### config.mk
export PLATFORM = sky130hd
export DESIGN_NAME = round_sequencer_flat
export DESIGN_NICKNAME = d
export VERILOG_FILES = /design/src/rtl/round_sequencer_if.sv /design/src/rtl/round_sequencer.sv /design/src/flat_wrapper.sv
export SDC_FILE = /design/constraint.sdc
export NUM_CORES = 1
export LEC_CHECK = 0
export ABC_AREA = 1
export BUFFER_PORTS_ARGS = -buffer_cell sky130_fd_sc_hd__buf_4
export CORE_UTILIZATION = 45
export DETAILED_ROUTE_END_ITERATION = 12
export PLACE_DENSITY = 0.73
export SLEW_MARGIN = 15
export SYNTH_ARGS = -nofsm -noshare
export SYNTH_HDL_FRONTEND = slang
export SYNTH_SLANG_ARGS = --single-unit
### constraint.sdc
create_clock -name clk -period 2.3 [get_ports clk]
set_clock_uncertainty 0.2 [all_clocks]
set_input_delay 0.23 -clock clk [delete_from_list [all_inputs] [get_ports clk]]
set_output_delay 0.23 -clock clk [all_outputs]
set_load 0.02 [all_outputs]
### src/rtl/round_sequencer_if.sv
// Signal bundle between the round sequencer and the pinball screen blocks:
// frame/key/collision inputs plus the phase, score and indication outputs.
interface round_sequencer_if;
    logic       startOfFrame;
    logic       key5IsPressed;
    logic       collisionSmileyBorderBottom;
    logic       collisionSmileyObstacleGood;
    logic       collisionSmileyObstacleBad;
    logic       pause;
    logic       reset_level;
    logic       reset_level_pulse;
    logic [3:0] life;
    logic [3:0] score;
    logic [3:0] level;
    logic       game_over;
    logic       game_won;
    logic [2:0] state;

    modport slave (
        input  startOfFrame, key5IsPressed,
        input  collisionSmileyBorderBottom, collisionSmileyObstacleGood, collisionSmileyObstacleBad,
        output pause, reset_level, reset_level_pulse,
        output life, score, level, game_over, game_won, state
    );

    modport master (
        output startOfFrame, key5IsPressed,
        output collisionSmileyBorderBottom, collisionSmileyObstacleGood, collisionSmileyObstacleBad,
        input  pause, reset_level, reset_level_pulse,
        input  life, score, level, game_over, game_won, state
    );
endinterface

### src/rtl/round_sequencer.sv
// Frame-synchronous game-round controller: sequences serve/play/pause/loss/level
// phases and folds per-pixel collision strobes into one update per frame.
module round_sequencer #(
    parameter int unsigned INIT_LIFE       = 3,
    parameter int unsigned SCORE_PER_LEVEL = 9,
    parameter int unsigned MAX_LEVEL       = 4,
    parameter int unsigned SERVE_FRAMES    = 60,
    parameter int unsigned LOST_FRAMES     = 90
) (
    input  logic               clk,
    input  logic               resetN,
    round_sequencer_if.slave   bus
);

    localparam int unsigned TMAX = (SERVE_FRAMES > LOST_FRAMES) ? SERVE_FRAMES : LOST_FRAMES;
    localparam int unsigned TW   = $clog2(TMAX + 1);

    localparam logic [3:0]    INIT_LIFE_C = 4'(INIT_LIFE);
    localparam logic [3:0]    SPL_C       = 4'(SCORE_PER_LEVEL);
    localparam logic [3:0]    MAX_LEVEL_C = 4'(MAX_LEVEL);
    localparam logic [TW-1:0] SERVE_T     = TW'(SERVE_FRAMES);
    localparam logic [TW-1:0] LOST_T      = TW'(LOST_FRAMES);
    localparam logic [TW-1:0] T_ONE       = TW'(1);

    typedef enum logic [2:0] {
        ST_IDLE      = 3'd0,
        ST_SERVE     = 3'd1,
        ST_PLAY      = 3'd2,
        ST_PAUSED    = 3'd3,
        ST_BALL_LOST = 3'd4,
        ST_LEVEL_UP  = 3'd5,
        ST_LOST_GAME = 3'd6,
        ST_WON_GAME  = 3'd7
    } state_t;

    state_t        state_q, state_d;
    logic [3:0]    life_q, life_d;
    logic [3:0]    score_q, score_d;
    logic [3:0]    level_q, level_d;
    logic [TW-1:0] timer_q, timer_d;
    logic          key_q, press_q;
    logic          lat_bot_q, lat_bad_q, lat_good_q;
    logic          entry_q;
    logic          pause_q, reset_level_q, pulse_q, game_over_q, game_won_q;

    logic          ev_bot_s, ev_bad_s, ev_good_s, ev_any_s;
    logic [3:0]    life_dec_s;

    function automatic logic pause_of(input state_t s);
        case (s)
            ST_PLAY: pause_of = 1'b0;
            default: pause_of = 1'b1;
        endcase
    endfunction

    function automatic logic reset_level_of(input state_t s);
        case (s)
            ST_IDLE, ST_SERVE, ST_LOST_GAME, ST_WON_GAME: reset_level_of = 1'b1;
            default:                                      reset_level_of = 1'b0;
        endcase
    endfunction

    // Frame evaluation: latched events plus any strobe landing on the frame-start cycle.
    always_comb begin
        ev_bot_s   = bus.startOfFrame & (lat_bot_q  | bus.collisionSmileyBorderBottom);
        ev_bad_s   = bus.startOfFrame & (lat_bad_q  | bus.collisionSmileyObstacleBad);
        ev_good_s  = bus.startOfFrame & (lat_good_q | bus.collisionSmileyObstacleGood);
        ev_any_s   = ev_bot_s | ev_bad_s | ev_good_s;
        life_dec_s = (life_q == 4'd0) ? 4'd0 : (life_q - 4'd1);
    end

    // Next-state and counter update logic.
    always_comb begin
        state_d = state_q;
        life_d  = life_q;
        score_d = score_q;
        level_d = level_q;
        timer_d = timer_q;
        case (state_q)
            ST_IDLE: begin
                if (press_q) begin
                    state_d = ST_SERVE;
                    timer_d = SERVE_T;
                end else begin
                    state_d = ST_IDLE;
                end
            end
            ST_SERVE: begin
                if (bus.startOfFrame) begin
                    if (timer_q <= T_ONE) begin
                        state_d = ST_PLAY;
                    end else begin
                        timer_d = timer_q - T_ONE;
                    end
                end else begin
                    timer_d = timer_q;
                end
            end
            ST_PLAY: begin
                // A frame event takes precedence over a coincident key press.
                if (ev_any_s) begin
                    if (ev_bot_s) begin
                        life_d  = life_dec_s;
                        state_d = ST_BALL_LOST;
                        timer_d = LOST_T;
                    end else if (ev_bad_s) begin
                        life_d = life_dec_s;
                        if (life_dec_s == 4'd0) begin
                            state_d = ST_BALL_LOST;
                            timer_d = LOST_T;
                        end else begin
                            state_d = ST_PLAY;
                        end
                    end else begin
                        score_d = score_q + 4'd1;
                        if ((score_q + 4'd1) == SPL_C) begin
                            state_d = ST_LEVEL_UP;
                        end else begin
                            state_d = ST_PLAY;
                        end
                    end
                end else if (press_q) begin
                    state_d = ST_PAUSED;
                end else begin
                    state_d = ST_PLAY;
                end
            end
            ST_PAUSED: begin
                if (press_q) begin
                    state_d = ST_PLAY;
                end else begin
                    state_d = ST_PAUSED;
                end
            end
            ST_BALL_LOST: begin
                if (bus.startOfFrame) begin
                    if (timer_q > T_ONE) begin
                        timer_d = timer_q - T_ONE;
                    end else if (life_q == 4'd0) begin
                        state_d = ST_LOST_GAME;
                    end else begin
                        state_d = ST_SERVE;
                        timer_d = SERVE_T;
                    end
                end else begin
                    timer_d = timer_q;
                end
            end
            ST_LEVEL_UP: begin
                score_d = 4'd0;
                if (level_q == MAX_LEVEL_C) begin
                    state_d = ST_WON_GAME;
                end else begin
                    level_d = level_q + 4'd1;
                    state_d = ST_SERVE;
                    timer_d = SERVE_T;
                end
            end
            ST_LOST_GAME, ST_WON_GAME: begin
                if (press_q) begin
                    state_d = ST_IDLE;
                    life_d  = INIT_LIFE_C;
                    score_d = 4'd0;
                    level_d = 4'd1;
                end else begin
                    state_d = state_q;
                end
            end
            default: begin
                state_d = ST_IDLE;
            end
        endcase
    end

    // State, counters, key edge detector, event latches and registered outputs.
    always_ff @(posedge clk or negedge resetN) begin
        if (!resetN) begin
            state_q       <= ST_IDLE;
            life_q        <= INIT_LIFE_C;
            score_q       <= 4'd0;
            level_q       <= 4'd1;
            timer_q       <= '0;
            // Previous key level resets as "held" so a key held through reset is not a press.
            key_q         <= 1'b1;
            press_q       <= 1'b0;
            lat_bot_q     <= 1'b0;
            lat_bad_q     <= 1'b0;
            lat_good_q    <= 1'b0;
            entry_q       <= 1'b0;
            pause_q       <= 1'b1;
            reset_level_q <= 1'b1;
            pulse_q       <= 1'b0;
            game_over_q   <= 1'b0;
            game_won_q    <= 1'b0;
        end else begin
            state_q       <= state_d;
            life_q        <= life_d;
            score_q       <= score_d;
            level_q       <= level_d;
            timer_q       <= timer_d;
            key_q         <= bus.key5IsPressed;
            press_q       <= bus.key5IsPressed & ~key_q;
            if (bus.startOfFrame) begin
                lat_bot_q  <= 1'b0;
                lat_bad_q  <= 1'b0;
                lat_good_q <= 1'b0;
            end else begin
                lat_bot_q  <= lat_bot_q  | bus.collisionSmileyBorderBottom;
                lat_bad_q  <= lat_bad_q  | bus.collisionSmileyObstacleBad;
                lat_good_q <= lat_good_q | bus.collisionSmileyObstacleGood;
            end
            entry_q       <= (state_d == ST_SERVE) && (state_q != ST_SERVE);
            pulse_q       <= entry_q;
            pause_q       <= pause_of(state_q);
            reset_level_q <= reset_level_of(state_q);
            game_over_q   <= (state_q == ST_LOST_GAME);
            game_won_q    <= (state_q == ST_WON_GAME);
        end
    end

    assign bus.pause             = pause_q;
    assign bus.reset_level       = reset_level_q;
    assign bus.reset_level_pulse = pulse_q;
    assign bus.life              = life_q;
    assign bus.score             = score_q;
    assign bus.level             = level_q;
    assign bus.game_over         = game_over_q;
    assign bus.game_won          = game_won_q;
    assign bus.state             = state_q;

endmodule

### src/flat_wrapper.sv
// flat-port wrapper written by rule: the top's interface ports become plain ports
module round_sequencer_flat 
#(
    parameter int unsigned INIT_LIFE       = 3,
    parameter int unsigned SCORE_PER_LEVEL = 9,
    parameter int unsigned MAX_LEVEL       = 4,
    parameter int unsigned SERVE_FRAMES    = 60,
    parameter int unsigned LOST_FRAMES     = 90
)
  (clk, resetN, bus_startOfFrame, bus_key5IsPressed, bus_collisionSmileyBorderBottom, bus_collisionSmileyObstacleGood, bus_collisionSmileyObstacleBad, bus_pause, bus_reset_level, bus_reset_level_pulse, bus_life, bus_score, bus_level, bus_game_over, bus_game_won, bus_state);
  round_sequencer_if bus_i ();
  input  logic clk;
  input  logic resetN;
  input wire logic [$bits(bus_i.startOfFrame)-1:0] bus_startOfFrame;
  input wire logic [$bits(bus_i.key5IsPressed)-1:0] bus_key5IsPressed;
  input wire logic [$bits(bus_i.collisionSmileyBorderBottom)-1:0] bus_collisionSmileyBorderBottom;
  input wire logic [$bits(bus_i.collisionSmileyObstacleGood)-1:0] bus_collisionSmileyObstacleGood;
  input wire logic [$bits(bus_i.collisionSmileyObstacleBad)-1:0] bus_collisionSmileyObstacleBad;
  output wire logic [$bits(bus_i.pause)-1:0] bus_pause;
  output wire logic [$bits(bus_i.reset_level)-1:0] bus_reset_level;
  output wire logic [$bits(bus_i.reset_level_pulse)-1:0] bus_reset_level_pulse;
  output wire logic [$bits(bus_i.life)-1:0] bus_life;
  output wire logic [$bits(bus_i.score)-1:0] bus_score;
  output wire logic [$bits(bus_i.level)-1:0] bus_level;
  output wire logic [$bits(bus_i.game_over)-1:0] bus_game_over;
  output wire logic [$bits(bus_i.game_won)-1:0] bus_game_won;
  output wire logic [$bits(bus_i.state)-1:0] bus_state;
  assign bus_i.startOfFrame = bus_startOfFrame;
  assign bus_i.key5IsPressed = bus_key5IsPressed;
  assign bus_i.collisionSmileyBorderBottom = bus_collisionSmileyBorderBottom;
  assign bus_i.collisionSmileyObstacleGood = bus_collisionSmileyObstacleGood;
  assign bus_i.collisionSmileyObstacleBad = bus_collisionSmileyObstacleBad;
  assign bus_pause = bus_i.pause;
  assign bus_reset_level = bus_i.reset_level;
  assign bus_reset_level_pulse = bus_i.reset_level_pulse;
  assign bus_life = bus_i.life;
  assign bus_score = bus_i.score;
  assign bus_level = bus_i.level;
  assign bus_game_over = bus_i.game_over;
  assign bus_game_won = bus_i.game_won;
  assign bus_state = bus_i.state;
  round_sequencer #(.INIT_LIFE(INIT_LIFE), .SCORE_PER_LEVEL(SCORE_PER_LEVEL), .MAX_LEVEL(MAX_LEVEL), .SERVE_FRAMES(SERVE_FRAMES), .LOST_FRAMES(LOST_FRAMES)) u_core (.clk(clk), .resetN(resetN), .bus(bus_i));
endmodule
==> report_table.html <==
<table>
<tr><th>Metric</th><th>Value</th></tr>
<tr><th colspan="2">Place</th></tr>
<tr><td>Count of buffers inserted at the top-level ports</td><td>26</td></tr>
<tr><td>RD Place Congestion</td><td>0.9173</td></tr>
<tr><td>Total half-perimeter wirelength after legalization and detailed placement</td><td>about 2.8 mm</td></tr>
<tr><td>Placed cell count</td><td>323</td></tr>
<tr><td>Worst Setup Slack post-DPL</td><td>roughly 200 ps</td></tr>
<tr><th colspan="2">Clock tree</th></tr>
<tr><td>Number of buffers added by the clock tree synthesis step</td><td>5</td></tr>
<tr><td>Clock sink total</td><td>33</td></tr>
<tr><td>Clock transition at the registers of the reported paths</td><td>70 ps</td></tr>
<tr><td>Source-to-sink clock delay at the later pin of the worst-skew pair</td><td>290 ps</td></tr>
<tr><td>CTS Root Buffer Type</td><td>sky130_fd_sc_hd__clkbuf_8</td></tr>
<tr><td># H-tree levels</td><td>2</td></tr>
<tr><td>CTS tree</td><td>done</td></tr>
<tr><td>Maximum buffer depth of the clock tree</td><td>2</td></tr>
<tr><th colspan="2">Yosys</th></tr>
<tr><td>Most area-hungry cell type in the Yosys netlist</td><td>sky130_fd_sc_hd__dfrtp_1</td></tr>
<tr><td>Average footprint of a synthesized cell</td><td>7.733 µm²</td></tr>
<tr><td>Main combinational cell family by area after synthesis</td><td>simple AND/OR/NAND/NOR gates</td></tr>
<tr><td>Simple logic cell fraction of the synthesized area</td><td>0.2937</td></tr>
<tr><td>Fraction of synthesized cell area in xor and xnor cells</td><td>0.03184</td></tr>
<tr><td>Number of enable-type register cells in the synthesized netlist</td><td>0</td></tr>
<tr><td>Post-synthesis compound-gate area fraction</td><td>0.1105</td></tr>
<tr><td>Synthesized-area fraction occupied by adder cells</td><td>0.03899</td></tr>
<tr><td>Number of warning messages in the yosys log</td><td>0</td></tr>
<tr><td>Cells taking the most area after synthesis</td><td>sky130_fd_sc_hd__dfrtp_1 (35%), sky130_fd_sc_hd__nand2_1 (10%), sky130_fd_sc_hd__dfstp_2 (8.2%)</td></tr>
<tr><td>Part of the Yosys area used for sequential elements</td><td>0.4327</td></tr>
<tr><td>Most frequently used flop master after synthesis</td><td>sky130_fd_sc_hd__dfrtp_1</td></tr>
<tr><td>Post-synthesis instance total</td><td>249</td></tr>
<tr><td>Yosys top cell area share</td><td>0.3509</td></tr>
<tr><td>Mapped Area</td><td>1926 µm²</td></tr>
<tr><td>Commonest cells in the synthesized netlist</td><td>sky130_fd_sc_hd__nand2_1 (52), sky130_fd_sc_hd__inv_1 (32), sky130_fd_sc_hd__nor2_1 (30)</td></tr>
<tr><td>Number of register bits inferred by synthesis</td><td>33</td></tr>
<tr><td>Dominant cell by count in the synthesized netlist</td><td>sky130_fd_sc_hd__nand2_1</td></tr>
<tr><td>Async set-reset flop share out of synthesis</td><td>1.000</td></tr>
<tr><td>Share of synthesized area spent on multiplexers</td><td>0</td></tr>
<tr><td>Number of distinct library cells after synthesis</td><td>27</td></tr>
<tr><td>Synth Net Count</td><td>262</td></tr>
<tr><th colspan="2">Timing</th></tr>
<tr><td>Transition time at the pin with the least slew margin</td><td>453.2 ps</td></tr>
<tr><td>Final Setup Violations</td><td>0</td></tr>
<tr><td>Final period utilization</td><td>0.9037</td></tr>
<tr><td>Setup total negative slack</td><td>0 ps</td></tr>
<tr><td>Total count of max-transition violations in the final report</td><td>0</td></tr>
<tr><td>Hold Violations, Final</td><td>0</td></tr>
<tr><td>Final worst-path setup slack</td><td>approximately 220 ps</td></tr>
<tr><td>Setup repair after global routing missed its margin</td><td>false</td></tr>
<tr><td>Final critical path time including I/O delays and setup</td><td>2079 ps</td></tr>
<tr><td>Slew headroom</td><td>0.6967</td></tr>
<tr><td>Top achievable clock speed</td><td>0.4811 GHz</td></tr>
<tr><th colspan="2">Setup path</th></tr>
<tr><td>CP max stage cell</td><td>sky130_fd_sc_hd__dlygate4sd3_1</td></tr>
<tr><td>Crit path largest cell delay</td><td>530 ps</td></tr>
<tr><td>Setup CP Type</td><td>input port to flip-flop</td></tr>
<tr><td>Sum of buffers and inverters on the critical path</td><td>2</td></tr>
<tr><td>Worst-path fanout max</td><td>8</td></tr>
<tr><td>Nature of the critical path endpoint</td><td>flip-flop</td></tr>
<tr><td>WP data arrival</td><td>2080 ps</td></tr>
<tr><td>Cell-by-cell trace of the critical path</td><td>dlygate4sd3_1, buf_4, o21ai_1, nand2_1, o21ai_0, nand2_1, a21oi_2, nand3_1, o21ai_0</td></tr>
<tr><td>Required @ worst endpoint</td><td>2310 ps</td></tr>
<tr><td>Element type at the critical path start</td><td>input port</td></tr>
<tr><td>Critical path's top delay family</td><td>compound AO/OA/AOI/OAI gates</td></tr>
<tr><th colspan="2">Floorplanning</th></tr>
<tr><td>Count of boundary I/O pins</td><td>27</td></tr>
<tr><td>Overall die height</td><td>67.42 µm</td></tr>
<tr><td>Die boundary width</td><td>67.42 µm</td></tr>
<tr><td>Core Footprint</td><td>~4100 µm²</td></tr>
<tr><td>Initial cell density of the core</td><td>0.4746</td></tr>
<tr><td>Total number of placement rows</td><td>23</td></tr>
<tr><td>Die area</td><td>4545 µm²</td></tr>
<tr><th colspan="2">Route</th></tr>
<tr><td>Final wirelength</td><td>3.796 mm</td></tr>
<tr><td>Routed WL per cell</td><td>roughly 11 µm</td></tr>
<tr><td>Number of design rule violations left after detail routing</td><td>0</td></tr>
<tr><td>Vias per Instance</td><td>a little under 5</td></tr>
<tr><td>Antenna-violating nets left</td><td>0</td></tr>
<tr><td>Vias</td><td>around 1700</td></tr>
<tr><td>Drt initial violations</td><td>93</td></tr>
<tr><td>Detailed-routing iteration count for the pre-antenna-repair pass</td><td>4</td></tr>
<tr><th colspan="2">Global routing</th></tr>
<tr><td>Vias in the first global route</td><td>1562</td></tr>
<tr><td>Total routing usage reported by global routing</td><td>0.1955</td></tr>
<tr><td>Pin count of the biggest net entering global routing</td><td>34</td></tr>
<tr><td>Number of antenna violations at the first check in global routing</td><td>0</td></tr>
<tr><td>Total congestion overflow after global routing</td><td>0</td></tr>
<tr><td>Global-route wire length before repair</td><td>6.555 mm</td></tr>
<tr><th colspan="2">Finish</th></tr>
<tr><td>Antenna cells</td><td>0</td></tr>
<tr><td>Fillcell total</td><td>362</td></tr>
<tr><td>Growth of design area from synthesis to finish</td><td>23.65%</td></tr>
<tr><td>Final net count</td><td>305</td></tr>
<tr><td>Fraction of layout instances using a drive strength above 1</td><td>0.2491</td></tr>
<tr><td>Post-route non-filler standard cell count</td><td>about 340</td></tr>
<tr><th colspan="2">Run status</th></tr>
<tr><td>Result of the run</td><td>completed</td></tr>
<tr><th colspan="2">Power</th></tr>
<tr><td>Total power density per cell area</td><td>1305 nW/µm²</td></tr>
<tr><td>Worst ir drop on vdd</td><td>0.5147 mV</td></tr>
<tr><td>Pleak</td><td>about 0.0012 µW</td></tr>
<tr><th colspan="2">Flow run</th></tr>
<tr><td>Max Cap Violations</td><td>0</td></tr>
<tr><th colspan="2">Hold path</th></tr>
<tr><td>Hold WC Path Type</td><td>flip-flop to flip-flop</td></tr>
</table>
-- area by class of cell --
| type | instances | area (µm²) | area share |
|---|---|---|---|
| sequential | 33 | 833.3 | 0.3500 |
| clock buffer | 7 | 86.33 | 0.03626 |
| tap | 50 | 62.56 | 0.02627 |
| timing repair buffer | 39 | 310.3 | 0.1303 |
| inverter | 38 | 143.9 | 0.06043 |
| clock inverter | 1 | 30.03 | 0.01261 |
| multi-input combinational | 175 | 914.6 | 0.3841 |
-- what timing repair did --
item | in CTS | in global routing
buffers inserted | 0 | 5
endpoints found under the setup margin | 0 | 3
hold endpoints to repair | 37 | 0
hold buffers | 7 | 0
resized for setup | 0 | 0
-- cells by family (layout without fill, tap and decap cells) --
kind of cell,after synthesis,count (layout)
AOI/OAI and AO/OA,37,37
buffers and inverters,41,85
xor gates and xnor gates,7,7
adders and majority gates,6,6
DFF,33,33
and+or+nand+nor,125,125
-- flip-flops by register name (all words and copies together), names as in the netlist, 3 cells and up --
| register | cells |
|---|---|
| u_core.bus.state | 3 |
| u_core.bus.score | 4 |
| u_core.bus.level | 4 |
| u_core.timer_q | 7 |
| u_core.bus.life | 4 |
-- final timing paths --
path                                                 start                      endpoint  slack (ps)  depth (start not counted)
hold / removal                              u_core.entry_q  u_core.bus.reset_level_pulse         150                          0
setup reg to reg                       u_core.bus.level[0]             u_core.timer_q[6]         270                         12
setup / recovery           bus_collisionSmileyBorderBottom           u_core.bus.score[2]         220                          9
max in group asynchronous                           resetN        u_core.bus.reset_level        1360                          2
hold reg to reg                             u_core.entry_q  u_core.bus.reset_level_pulse         150                          0
min in group asynchronous                           resetN             u_core.timer_q[1]         210                          2
-- per-stage QoR --
stage               power [µW]  utilization  area (µm²)  hold slack, ps
floorplan                 2083            -        1926          -265.6
global placement          2395       0.5316        2157          -1.685
detailed placement        2429       0.5316        2157          -5.551
CTS                       3016       0.5776        2344           155.0
global route              3405       0.5868        2381           161.6
finish                    3108       0.5868        2381           152.8
-- metal layers --
layer  track usage  vias up  wire length (µm)
met4       0.09574        0                55
met3       0.03547        6               157
li1              -      879                 -
met1        0.2436      785              1754
met5             0        -                 0
met2        0.3238       36              1829
-- layout by cell type, fill, tap and decap left out, drive strengths merged, types with 2 or more instances in the layout --
| master | n |
|---|---|
| nand2 | 59 |
| inv | 37 |
| nor2 | 37 |
| buf | 32 |
| o21ai | 28 |
| dfrtp | 27 |
| nand3 | 23 |
| dlygate4sd3 | 7 |
| a21oi | 7 |
| clkbuf | 7 |
| xor2 | 6 |
| ha | 6 |
| dfstp | 6 |
| nand4 | 4 |
| nor3 | 2 |
-- power breakdown --
part	total [µW]	internal [µW]	switching (µW)
Sequential	976	789	187
Clock	560	353	207
Combinational	1570	641	931
(Power assumes the default switching activity.)
